`src/rtl/shift_ctrl_pkg.sv`:
```
// Shared codes for the shift sequencer: ops, commands, selectors, states.
package shift_ctrl_pkg;

  typedef enum logic [2:0] {
    OP_SLL  = 3'b000,
    OP_SRL  = 3'b001,
    OP_SRA  = 3'b010,
    OP_SLLV = 3'b011,
    OP_SRLV = 3'b100,
    OP_SRAV = 3'b101,
    OP_LUI  = 3'b110,
    OP_ILL  = 3'b111
  } op_e;

  localparam logic [2:0] CMD_NOP  = 3'b000;
  localparam logic [2:0] CMD_LOAD = 3'b001;
  localparam logic [2:0] CMD_LEFT = 3'b010;
  localparam logic [2:0] CMD_RLOG = 3'b011;
  localparam logic [2:0] CMD_RARI = 3'b100;

  localparam logic [1:0] SA_INSTR = 2'b00;
  localparam logic [1:0] SA_16    = 2'b01;
  localparam logic [1:0] SA_REGB  = 2'b10;

  localparam logic [1:0] SRC_REGB = 2'b00;
  localparam logic [1:0] SRC_IMM  = 2'b01;

  typedef enum logic [1:0] {
    S_IDLE  = 2'b00,
    S_LOAD  = 2'b01,
    S_SHIFT = 2'b10,
    S_WB    = 2'b11
  } state_e;

endpackage

```
`src/rtl/shift_op_decode.sv`:
```
// Combinational decode of a shift op into selectors and shift direction.
module shift_op_decode
  import shift_ctrl_pkg::*;
(
  input  logic [2:0] op,
  output logic       legal,
  output logic [1:0] shamt_sel,
  output logic [1:0] src_sel,
  output logic [2:0] shift_cmd
);

  always_comb begin
    legal     = 1'b1;
    shamt_sel = SA_INSTR;
    src_sel   = SRC_REGB;
    shift_cmd = CMD_LEFT;
    unique case (op)
      OP_SLL:  shift_cmd = CMD_LEFT;
      OP_SRL:  shift_cmd = CMD_RLOG;
      OP_SRA:  shift_cmd = CMD_RARI;
      OP_SLLV: begin
        shamt_sel = SA_REGB;
        shift_cmd = CMD_LEFT;
      end
      OP_SRLV: begin
        shamt_sel = SA_REGB;
        shift_cmd = CMD_RLOG;
      end
      OP_SRAV: begin
        shamt_sel = SA_REGB;
        shift_cmd = CMD_RARI;
      end
      OP_LUI: begin
        shamt_sel = SA_16;
        src_sel   = SRC_IMM;
        shift_cmd = CMD_LEFT;
      end
      default: begin
        legal     = 1'b0;
        shift_cmd = CMD_NOP;
      end
    endcase
  end

endmodule

```
`src/rtl/shift_ctrl.sv`:
```
// Multicycle shift sequencer: IDLE -> LOAD -> SHIFT -> WB.
// Define SHIFT_ZERO_BYPASS_EN to skip SHIFT when the amount is zero.
module shift_ctrl
  import shift_ctrl_pkg::*;
(
  input  logic       clk,
  input  logic       reset,
  input  logic       req_valid,
  input  logic [2:0] req_op,
  output logic       req_ready,
  input  logic [4:0] shamt,
  output logic [1:0] shamt_sel,
  output logic [1:0] src_sel,
  output logic [2:0] shft_cmd,
  output logic       rd_we,
  output logic       busy,
  output logic       illegal
);

  state_e     state;
  logic [2:0] op_q;
  logic       dec_legal;
  logic [1:0] dec_shamt_sel;
  logic [1:0] dec_src_sel;
  logic [2:0] dec_cmd;
  logic       zero_skip;

  shift_op_decode u_dec (
    .op        (op_q),
    .legal     (dec_legal),
    .shamt_sel (dec_shamt_sel),
    .src_sel   (dec_src_sel),
    .shift_cmd (dec_cmd)
  );

`ifdef SHIFT_ZERO_BYPASS_EN
  // LUI always shifts by the constant 16, never by shamt
  assign zero_skip = (shamt == 5'd0) && (op_q != OP_LUI);
`else
  logic unused_shamt;
  assign unused_shamt = ^shamt;
  assign zero_skip    = 1'b0;
`endif

  always_ff @(posedge clk or posedge reset) begin
    if (reset) begin
      state   <= S_IDLE;
      op_q    <= 3'b000;
      illegal <= 1'b0;
    end else begin
      illegal <= 1'b0;
      unique case (state)
        S_IDLE: begin
          if (req_valid) begin
            if (req_op == OP_ILL) begin
              illegal <= 1'b1;
            end else begin
              op_q  <= req_op;
              state <= S_LOAD;
            end
          end
        end
        S_LOAD: begin
          if (!dec_legal)     state <= S_IDLE;
          else if (zero_skip) state <= S_WB;
          else                state <= S_SHIFT;
        end
        S_SHIFT: state <= S_WB;
        S_WB:    state <= S_IDLE;
      endcase
    end
  end

  always_comb begin
    req_ready = (state == S_IDLE);
    busy      = (state != S_IDLE);
    rd_we     = (state == S_WB);
    shamt_sel = busy ? dec_shamt_sel : SA_INSTR;
    src_sel   = busy ? dec_src_sel : SRC_REGB;
    shft_cmd  = CMD_NOP;
    unique case (state)
      S_IDLE:  shft_cmd = CMD_NOP;
      S_LOAD:  shft_cmd = CMD_LOAD;
      S_SHIFT: shft_cmd = dec_cmd;
      S_WB:    shft_cmd = CMD_NOP;
    endcase
  end

endmodule

```
`config.mk`:
```
export PLATFORM = sky130hd
export DESIGN_NAME = shift_ctrl
export DESIGN_NICKNAME = d
export VERILOG_FILES = /design/src/rtl/shift_ctrl_pkg.sv /design/src/rtl/shift_op_decode.sv /design/src/rtl/shift_ctrl.sv
export SDC_FILE = /design/constraint.sdc
export NUM_CORES = 1
export LEC_CHECK = 0
export ABC_AREA = 1
export BUFFER_PORTS_ARGS = -buffer_cell sky130_fd_sc_hd__buf_2
export CORE_AREA = 5 5 42 44
export DETAILED_ROUTE_END_ITERATION = 8
export DIE_AREA = 0 0 47 49
export REMOVE_ABC_BUFFERS = 1
export SYNTH_ARGS = -nofsm -noshare
export SYNTH_HDL_FRONTEND = slang
export SYNTH_SLANG_ARGS = --single-unit
```
`constraint.sdc`:
```
create_clock -name clk -period 1.92 [get_ports clk]
set_input_delay 0.384 -clock clk [delete_from_list [all_inputs] [get_ports clk]]
set_output_delay 0.384 -clock clk [all_outputs]
set_load 0.1 [all_outputs]
```
# == Word-level counts from Yosys, hierarchy flattened ==
# Index checks and enable logic that the tools add are counted.
# totals
register_bits,6
output_inout_bits,11
wordCells,41
# classes
eq_ne,12
muxes,14
bitwise,1
n_reduce_logical,11
# ops
op,count
3-bit one-hot mux with 3 select lines,2
"3-bit equality test, second input constant",4
2-bit two-way mux,5
2-bit one-hot mux with 4 select lines,1
7-bit OR reduction,1
"3-bit by 2-bit equality test with 1-bit output, second input constant",2
2-bit OR reduction,3
3-bit OR reduction,2
1-bit two-way mux,5
"2-bit equality test, second input constant",2
"2-bit != test, second input constant",2
2-bit one-hot mux with 2 select lines,1
"3-bit by 1-bit equality test with 1-bit output, second input constant",1
3-bit logical NOT,1
3-bit AND reduction,1
"2-bit by 1-bit equality test with 1-bit output, second input constant",1
2-bit logical NOT,1
2-bit AND reduction,1
2-bit nonzero test,1
1-bit inverter,1

# == Depth between registers and ports, before layout ==
# Gate-level depths: netlist of the first run.
# depth
depth_word,5
mapped_depth,5
ltp_nobuf,5

# == Hierarchy ==
# A second synthesis of the first run with hierarchy kept.
# unflattened
cells_unflattened,73
hier_area_um2,516.7
# modules_own_cells
mod,n_inst,cells_each,area_each_um2
shift_ctrl,1,54,429.2
shift_op_decode,1,19,87.6

# == Least setup slack after synthesis of the first run ==
# No wires, ideal clock.
# synth_timing
kind,register to output
start,reg (tool-made name)
end,out src_sel[0]
arrival_time_ps,3274
path_slack_ps,-1738
path_stages_with_launch,4
n_path_buf,1
path_cell_list,dfrtp_1 -> nor2_4 -> nor3_1 -> buf_4
# synth_lines
item,line_no,rtl
end: declaration,shift_ctrl.sv:13,"output logic [1:0] src_sel,"

# == Worst setup path after layout of the first run ==
# layout_timing
start,reg op_q[1]
end,out src_sel[0]
# layout_between
elab_chain_cells,3
# layout_rtl
item,line_no,rtl
start: declaration,shift_ctrl.sv:21,logic [2:0] op_q;
start signal: assignment,shift_ctrl.sv:58,op_q <= req_op;
3-bit equality test,shift_op_decode.sv:17,unique case (op)
1-bit two-way mux,shift_op_decode.sv:17,
2-bit two-way mux,shift_ctrl.sv:79,src_sel = busy ? dec_src_sel : SRC_REGB;
# No other way between the ends.

==> results of run 1 <==
cell type report:
type	count	area, um2
fill	166	890
multi-input combinational	38	176
sequential	6	150
timing repair buffer	15	120
clock buffer	3	22.5
inverter	6	22.5
tap	16	20.0
synthesized netlist by cell type, drive strengths merged:
master and count:
a21oi 2, buf 2, conb 1, dfrtp 6, inv 6, nand2 19, nand3 4, nand4 3
nor2 6, nor3 1, o21ai 2
worst max-delay path: stages (launching register included):
cell,delay [ns]
dfrtp_1,0.40
nand2_1,0.12
nor3_1,0.21
buf_2,0.46
cell families after synthesis:
group                  count (synthesis)  share of synthesized area
buffers and inverters                  8                      0.104
AO/OA/AOI/OAI                          4                     0.0554
AND/OR/NAND/NOR                       33                      0.415
flip-flops                             6                      0.415
other                                  1                     0.0104
worst paths after layout:
kind	end	depth (start not counted)	startpoint	slack (ns)
max reg2reg	op_q[0]	4	flop	0.91
min in group clk	op_q[0]	3	req_op[0]	0.41
min	op_q[1]	2	reset	0.05
min reg2reg	op_q[2]	2	op_q[2]	0.54
max in group asynchronous	async pin	2	reset	1.68
max	src_sel[0]	3	op_q[1]	0.09
through the flow:
step | hold slack, ns | TNS, ns | util
2_1_floorplan | 0.175 | -9.31 | -
3_3_place_gp | 0.304 | 0 | 0.337
3_5_place_dp | 0.312 | 0 | 0.337
4_1_cts | 0.0515 | 0 | 0.353
5_1_grt | 0.0609 | -0.0820 | 0.365
6_report | 0.0464 | 0 | 0.365
timing repair:
item	4_1_cts	5_1_grt
buffers inserted	0	0
setup endpoints to repair	0	4
resized for setup	0	4
metal layers:
layer / GRT usage / wire length (um) / up-vias
li1: - / - / 195
met1: 0.102 / 338 / 163
met2: 0.111 / 344 / 14
met3: 0.0148 / 65 / 2
met4: 0.0691 / 16 / 0
met5: 0 / 0 / -
==> impl_metrics.py, run 1 <==
metrics = {
    "placed_design": {
        "dp.cells": 81,
        "place_area_um2": 472,
        "port_buffers": 15,
        "hpwl_um": 653,
        "dp_slack_ns": 0.341,
        "gp_congestion": 0.730,
    },
    "detailed_routing": {
        "ant_nets": 0,
        "drtIter0Drc": 7,
        "routed_wl_um": 765,
        "drc": 0,
        "vias_per_cell": 4.45,
        "route.vias.total": 374,
        "wl_per_cell_um": 9.11,
        "dr.pass1.iters": 4,
    },
    "global_routing": {
        "grt_max_degree": 9,
        "grt_pass1_vias": 344,
        "antenna_found_initial": 0,
        "grt_pass1_wl_mm": 1.36,
        "grt_usage": 0.0805,
        "grt_remaining_overflow": 0,
    },
    "critical_path": {
        "path_class": "reg -> out",
        "crit_fanout": 5,
        "startpoint_type": "flop",
        "cp.required_ns": 1.54,
        "critPathCaptureType": "output pin",
        "worstPathArrival_ns": 1.45,
    },
    "sta": {
        "drv_slew": 0,
        "hold_viol_final": 0,
        "rsz0062_at_grt": "true",
        "skew_ns": 0.00279,
        "finalCriticalPeriod_ns": 1.83,
        "fmax_mhz": 546,
        "layout_setup_ws_ns": 0.0888,
        "setup_viol": 0,
        "period_share": 0.954,
    },
    "floorplanning": {
        "initial_utilization": 0.258,
        "num_rows": 14,
        "ios": 22,
        "core_area_um2": 1400,
        "die_h_um": 49,
        "die_area_um2": 2300,
        "die_w_um": 47,
    },
    "synth": {
        "synth_area_per_cell_um2": 6.95,
        "synth-seq-cells": 6,
        "yosysUniqueCellTypes": 13,
        "syn_area_um2": 362,
        "ys_top_cells_by_area": "dfrtp_1 42%, nand2_1 20%, inv_1 6.2%",
        "synth_cells": 52,
        "synth_area_leader_cell": "dfrtp_1",
        "yosysWarningCount": 0,
        "yosysTopAreaCellShare": 0.415,
        "synth-seq-area-share": 0.415,
    },
    "finish": {
        "final_cell_mix": "18 x nand2_1, 12 x buf_2, 6 x dfrtp_1",
        "synthToLayoutAreaGrowth_pct": 41.5,
        "nNetsFinal": 81,
        "postLayoutCellArea_um2": 512,
        "layout_commonest_cell": "nand2_1",
        "drive_gt1_frac": 0.324,
        "diodes": 0,
        "final_cells": 84,
    },
    "run": {
        "maxCapViolations": 0,
    },
    "cts": {
        "cts_buffers": 3,
        "cts_tree": "built",
        "cts_max_path_buffers": 2,
        "clock_sinks": 6,
        "cts-root-buf": "clkbuf_4",
        "cts.htree.levels": 1,
        "worstSkewPairLatency_ns": 0.24,
        "hold_buffers": 0,
        "path_clk_slew_ns": 0.04,
    },
    "outcome": {
        "status": "finished, final reports clean",
    },
    "min_path": {
        "min_path_type": "in -> async",
    },
}
Power of run 1 is left out: the tool's default activity adds up to more than one toggle a clock period on the data nets, which glitch-free logic cannot reach.
==> inputs of run 2 (changes only) <==
==> constraint.sdc (replaced) <==
create_clock -name clk -period 1.5 [get_ports clk]
set_input_delay 0.3 -clock clk [delete_from_list [all_inputs] [get_ports clk]]
set_output_delay 0.3 -clock clk [all_outputs]
set_load 0.1 [all_outputs]
==> run 2 against run 1 <==
Effect of this change: the flow now finishes with violations (negative setup slack); hold slack better by 0.29 ns; die area unchanged; worst setup slack worse by 0.20 ns; critical path depth up 4; clock-buffer cell count unchanged; sequential share of layout area down 11 points; critical path type unchanged; global-route usage up 3.8 points; non-clock buffer count up 15; critical endpoint is now shft_cmd[2]; via count up 21%; cell count up 18%; utilization up 22 points; largest cell class is now buffers; clock skew down 0.0020 ns.
==> impl_metrics.py, run 2 (synthesis results as in run 1) <==
metrics = {
    "global_routing": {
        "grt_usage": 0.118,
        "grt_remaining_overflow": 0,
        "grt_max_degree": 7,
        "grt_pass1_vias": 500,
        "grt_pass1_wl_mm": 2.00,
        "antenna_found_initial": 0,
    },
    "placed_design": {
        "gp_congestion": 0.703,
        "port_buffers": 15,
        "dp_slack_ns": -0.000120,
        "hpwl_um": 722,
    },
    "cts": {
        "worstSkewPairLatency_ns": 0.24,
        "clock_sinks": 6,
        "path_clk_slew_ns": 0.04,
        "cts-root-buf": "clkbuf_4",
        "cts.htree.levels": 1,
        "cts_max_path_buffers": 2,
        "cts_buffers": 3,
        "cts_tree": "built",
    },
    "finish": {
        "drive_gt1_frac": 0.614,
        "fill_cells": 122,
        "seq_area_um2": 150,
        "synthToLayoutAreaGrowth_pct": 126,
        "nNetsFinal": 96,
        "layout_commonest_cell": "nand2_1",
        "final_cell_mix": "14 x nand2_1, 8 x buf_12, 8 x buf_4",
        "multi_input_area_um2": 243,
        "diodes": 0,
    },
    "outcome": {
        "status": "finished with violations",
        "violations": "negative setup slack",
    },
    "sta": {
        "rsz0062_at_grt": "true",
        "fmax_mhz": 623,
        "hold_viol_final": 0,
        "setup_viol": 7,
        "drv_slew": 0,
        "layout_setup_ws_ns": -0.106,
        "skew_ns": 0.000830,
        "holdWs_ns": 0.332,
        "finalCriticalPeriod_ns": 1.61,
        "period_share": 1.07,
    },
    "critical_path": {
        "crit_top_cell": "nand2_2",
        "crit_slowest_cell": "dfrtp_1",
        "critPathCaptureType": "output pin",
        "critPathTopFamily": "flip-flops",
        "worstPathArrival_ns": 1.31,
        "crit_fanout": 3,
        "startpoint_type": "flop",
        "path_class": "reg -> out",
        "slowest_delay_ns": 0.39,
        "worst-path-buf-inv": 3,
        "path_cells": "buf_6 > inv_4 > nand2_2 > nand2_2 > nand3_2 > nor2_4 > buf_12",
        "cp.required_ns": 1.20,
    },
    "min_path": {
        "min_path_type": "in -> reg",
    },
    "run": {
        "maxCapViolations": 0,
    },
    "floorplanning": {
        "ios": 22,
        "die_area_um2": 2300,
        "die_h_um": 49,
        "die_w_um": 47,
        "initial_utilization": 0.258,
        "core_area_um2": 1400,
        "num_rows": 14,
    },
    "detailed_routing": {
        "ant_nets": 0,
        "routed_wl_mm": 1.04,
        "dr.pass1.iters": 4,
        "drc": 0,
        "vias_per_cell": 4.58,
        "drtIter0Drc": 4,
        "route.vias.total": 453,
        "wl_per_cell_um": 10.5,
    },
}
-- run 2: stage by stage --
stage          setup TNS, ns   util  std cells  cell area, um2
3_3_place_gp               0  0.454         89             637
2_1_floorplan         -11.67      -         50             347
3_5_place_dp       -0.000120  0.454         89             637
6_report              -0.460  0.582         99             816
5_1_grt                -1.11  0.582         99             816
4_1_cts               -0.691  0.573         98             803
-- run 2: tightest hold or removal path: stages --
cell and delay (ns):
buf_2 0.09, nand4_1 0.08, nand2_1 0.07
-- run 2: path summary, 6_finish.rpt --
path                           start           to  slack (ns)  cells after the start
max                          op_q[0]  shft_cmd[2]       -0.11                      7
min                        req_op[2]      op_q[2]        0.33                      3
max reg2reg                     flop      op_q[1]        0.26                      7
min reg2reg                  op_q[2]      op_q[2]        0.62                      3
max in group asynchronous      reset      op_q[2]        0.81                      3
min in group asynchronous      reset      illegal        0.51                      3
-- run 2: layout make-up --
class | instances | area share
Timing Repair Buffer | 30 | 0.433
Clock buffer | 3 | 0.0276
Inverter | 6 | 0.0337
Sequential cell | 6 | 0.184
Tap cell | 16 | 0.0245
Multi-Input combinational cell | 38 | 0.298
-- run 2: layer usage --
metal  vias up  share of wire  GRT usage
li1        227              -          -
met1       210           0.36      0.125
met2        16           0.54      0.188
met3         0          0.092     0.0480
met4         0              0     0.0691
met5         -              0          0
-- run 2: repair_timing --
item	in CTS	in global routing
setup endpoints to repair	7	8
pin swaps	6	3
setup buffers	5	1
resized for setup	27	6
endpoints found under the hold margin	6	0
hold buffers	1	0
Power of run 2 is left out for the same reason.
==> inputs of run 3 (changes only) <==
--- a/config.mk
+++ b/config.mk
@@ -7,9 +7,12 @@
 export LEC_CHECK = 0
 export ABC_AREA = 1
 export BUFFER_PORTS_ARGS = -buffer_cell sky130_fd_sc_hd__buf_2
-export CORE_AREA = 5 5 42 44
+export CELL_PAD_IN_SITES_DETAIL_PLACEMENT = 2
+export CELL_PAD_IN_SITES_GLOBAL_PLACEMENT = 2
+export CORE_MARGIN = 5
+export CORE_UTILIZATION = 17
 export DETAILED_ROUTE_END_ITERATION = 8
-export DIE_AREA = 0 0 47 49
+export PLACE_DENSITY_LB_ADDON = 0.1
 export REMOVE_ABC_BUFFERS = 1
 export SYNTH_ARGS = -nofsm -noshare
 export SYNTH_HDL_FRONTEND = slang
==> run 3 against run 2 <==
Effect of this change: the run still ends with negative setup slack left; maximum frequency about the same; hold slack got worse by 0.0031 ns; register-to-register slack got worse by 0.13 ns; critical path depth decreased by 1; via count decreased by 1.3%; wire length increased by 37%; non-clock buffer count decreased by 1; clock-buffer cell count unchanged; utilization decreased by 19 points; sequential cell count unchanged; worst setup slack got worse by 0.0012 ns; cell count increased by 10%; largest cell class unchanged.
==> impl_metrics.py, run 3 (synthesis results as in run 1) <==
metrics = {
    "floorplanning": {
        "core_area_um2": 2000,
        "die_w_um": 56.1,
        "die_area_um2": 3150,
        "ios": 22,
        "initial_utilization": 0.181,
        "die_h_um": 56.1,
        "num_rows": 16,
    },
    "finish": {
        "seq_area_um2": 154,
        "synthToLayoutAreaGrowth_pct": 118,
        "fill_cells": 243,
        "nNetsFinal": 95,
        "postLayoutCellArea_um2": 790,
        "final_cell_mix": "11 x nand2_1, 11 x buf_4, 8 x buf_12",
        "multi_input_area_um2": 226,
        "postLayoutCoreUtil": 0.394,
        "drive_gt1_frac": 0.659,
        "diodes": 0,
    },
    "detailed_routing": {
        "route.vias.total": 447,
        "ant_nets": 0,
        "routed_wl_mm": 1.42,
        "wl_per_cell_um": 13.1,
        "drtIter0Drc": 2,
        "vias_per_cell": 4.10,
        "dr.pass1.iters": 2,
        "drc": 0,
    },
    "critical_path": {
        "rrSetupSlack_ns": 0.13,
        "crit_fanout": 4,
        "worstPathArrival_ns": 1.31,
        "path_class": "reg -> out",
        "r2r_start": "state[0]",
        "cp.required_ns": 1.20,
        "startpoint_type": "flop",
        "path_cells": "inv_2 > nand2_4 > nor2_1 > nand2_2 > o21ai_2 > clkbuf_16",
        "crit_slowest_cell": "dfrtp_1",
        "critPathCaptureType": "output pin",
        "slowest_delay_ns": 0.40,
        "cp-startpoint": "state[0]",
    },
    "global_routing": {
        "grt_usage": 0.0992,
        "grt_pass1_vias": 558,
        "grt_max_degree": 7,
        "grt_remaining_overflow": 0,
        "antenna_found_initial": 0,
        "grt_pass1_wl_mm": 2.46,
    },
    "outcome": {
        "status": "finished with violations",
        "violations": "negative setup slack",
    },
    "cts": {
        "cts_max_path_buffers": 2,
        "cts_buffers": 3,
        "cts_tree": "built",
        "worstSkewPairLatency_ns": 0.25,
        "cts.htree.levels": 1,
        "path_clk_slew_ns": 0.05,
        "clock_sinks": 6,
        "cts-root-buf": "clkbuf_4",
    },
    "placed_design": {
        "hpwl_um": 948,
        "port_buffers": 15,
        "gp_congestion": 0.700,
        "place_area_um2": 628,
    },
    "run": {
        "maxCapViolations": 0,
    },
    "min_path": {
        "min_path_type": "in -> reg",
        "hold_path.startpoint": "req_op[2]",
    },
    "sta": {
        "period_share": 1.07,
        "layout_setup_ws_ns": -0.108,
        "setup_viol": 7,
        "rsz0062_at_grt": "true",
        "skew_ns": 0.00473,
        "hold_viol_final": 0,
        "drv_slew": 0,
        "finalCriticalPeriod_ns": 1.61,
        "fmax_mhz": 622,
    },
}
run 3: changes by cell type in the layout (fill, tap and decap cells not counted), sizes merged:
| cell | before | now |
|---|---|---|
| buf | 28 | 27 |
run 3: critical path: cells and delay by family (launching register included):
kind	cells	cell delay, ns
compound gates	1	0.08
flops	1	0.40
buf+inv	2	0.31
simple gates	3	0.27
run 3: routing by layer:
metal  part of all wire  vias up  global-route usage  routed length, um
met1               0.40      204               0.101                568
met5                  0        -                   0                  0
met2               0.53       16               0.180                753
li1                   -      223                   -                  -
met3              0.044        4              0.0209                 63
met4              0.027        0              0.0644                 38
run 3: path summary, 6_finish.rpt:
path | end | cells past startpoint
max in group asynchronous | op_q[1] | 3
min in group asynchronous | op_q[0] | 3
max | shft_cmd[0] | 6
max reg2reg | op_q[1] | 8
min reg2reg | op_q[2] | 3
min | op_q[2] | 3
run 3: metrics by stage:
step / instances / setup slack [ns] / hold slack (ns) / setup TNS (ns)
4_1_cts: 108 / -0.132 / 0.321 / -0.717
3_3_place_gp: 97 / 0.0957 / 0.228 / 0
5_1_grt: 109 / -0.202 / 0.333 / -1.09
2_1_floorplan: 50 / -3.43 / 0.0910 / -11.67
6_report: 109 / -0.108 / 0.329 / -0.522
3_5_place_dp: 97 / 0.0963 / 0.234 / 0
run 3: what timing repair did:
item	CTS	global route
setup buffers	7	1
cloned	0	0
endpoints found under the setup margin	7	8
endpoints found under the hold margin	6	0
pin swaps	3	3
hold buffers	1	0
resized for setup	15	13
run 3: final cells by class:
class                      instances  area share
timing repair buffer              29       0.418
multi-input combinational         38       0.287
sequential                         6       0.195
tap                               27      0.0428
clock buffer                       3      0.0285
inverter                           6      0.0285
Power of run 3 is left out for the same reason.
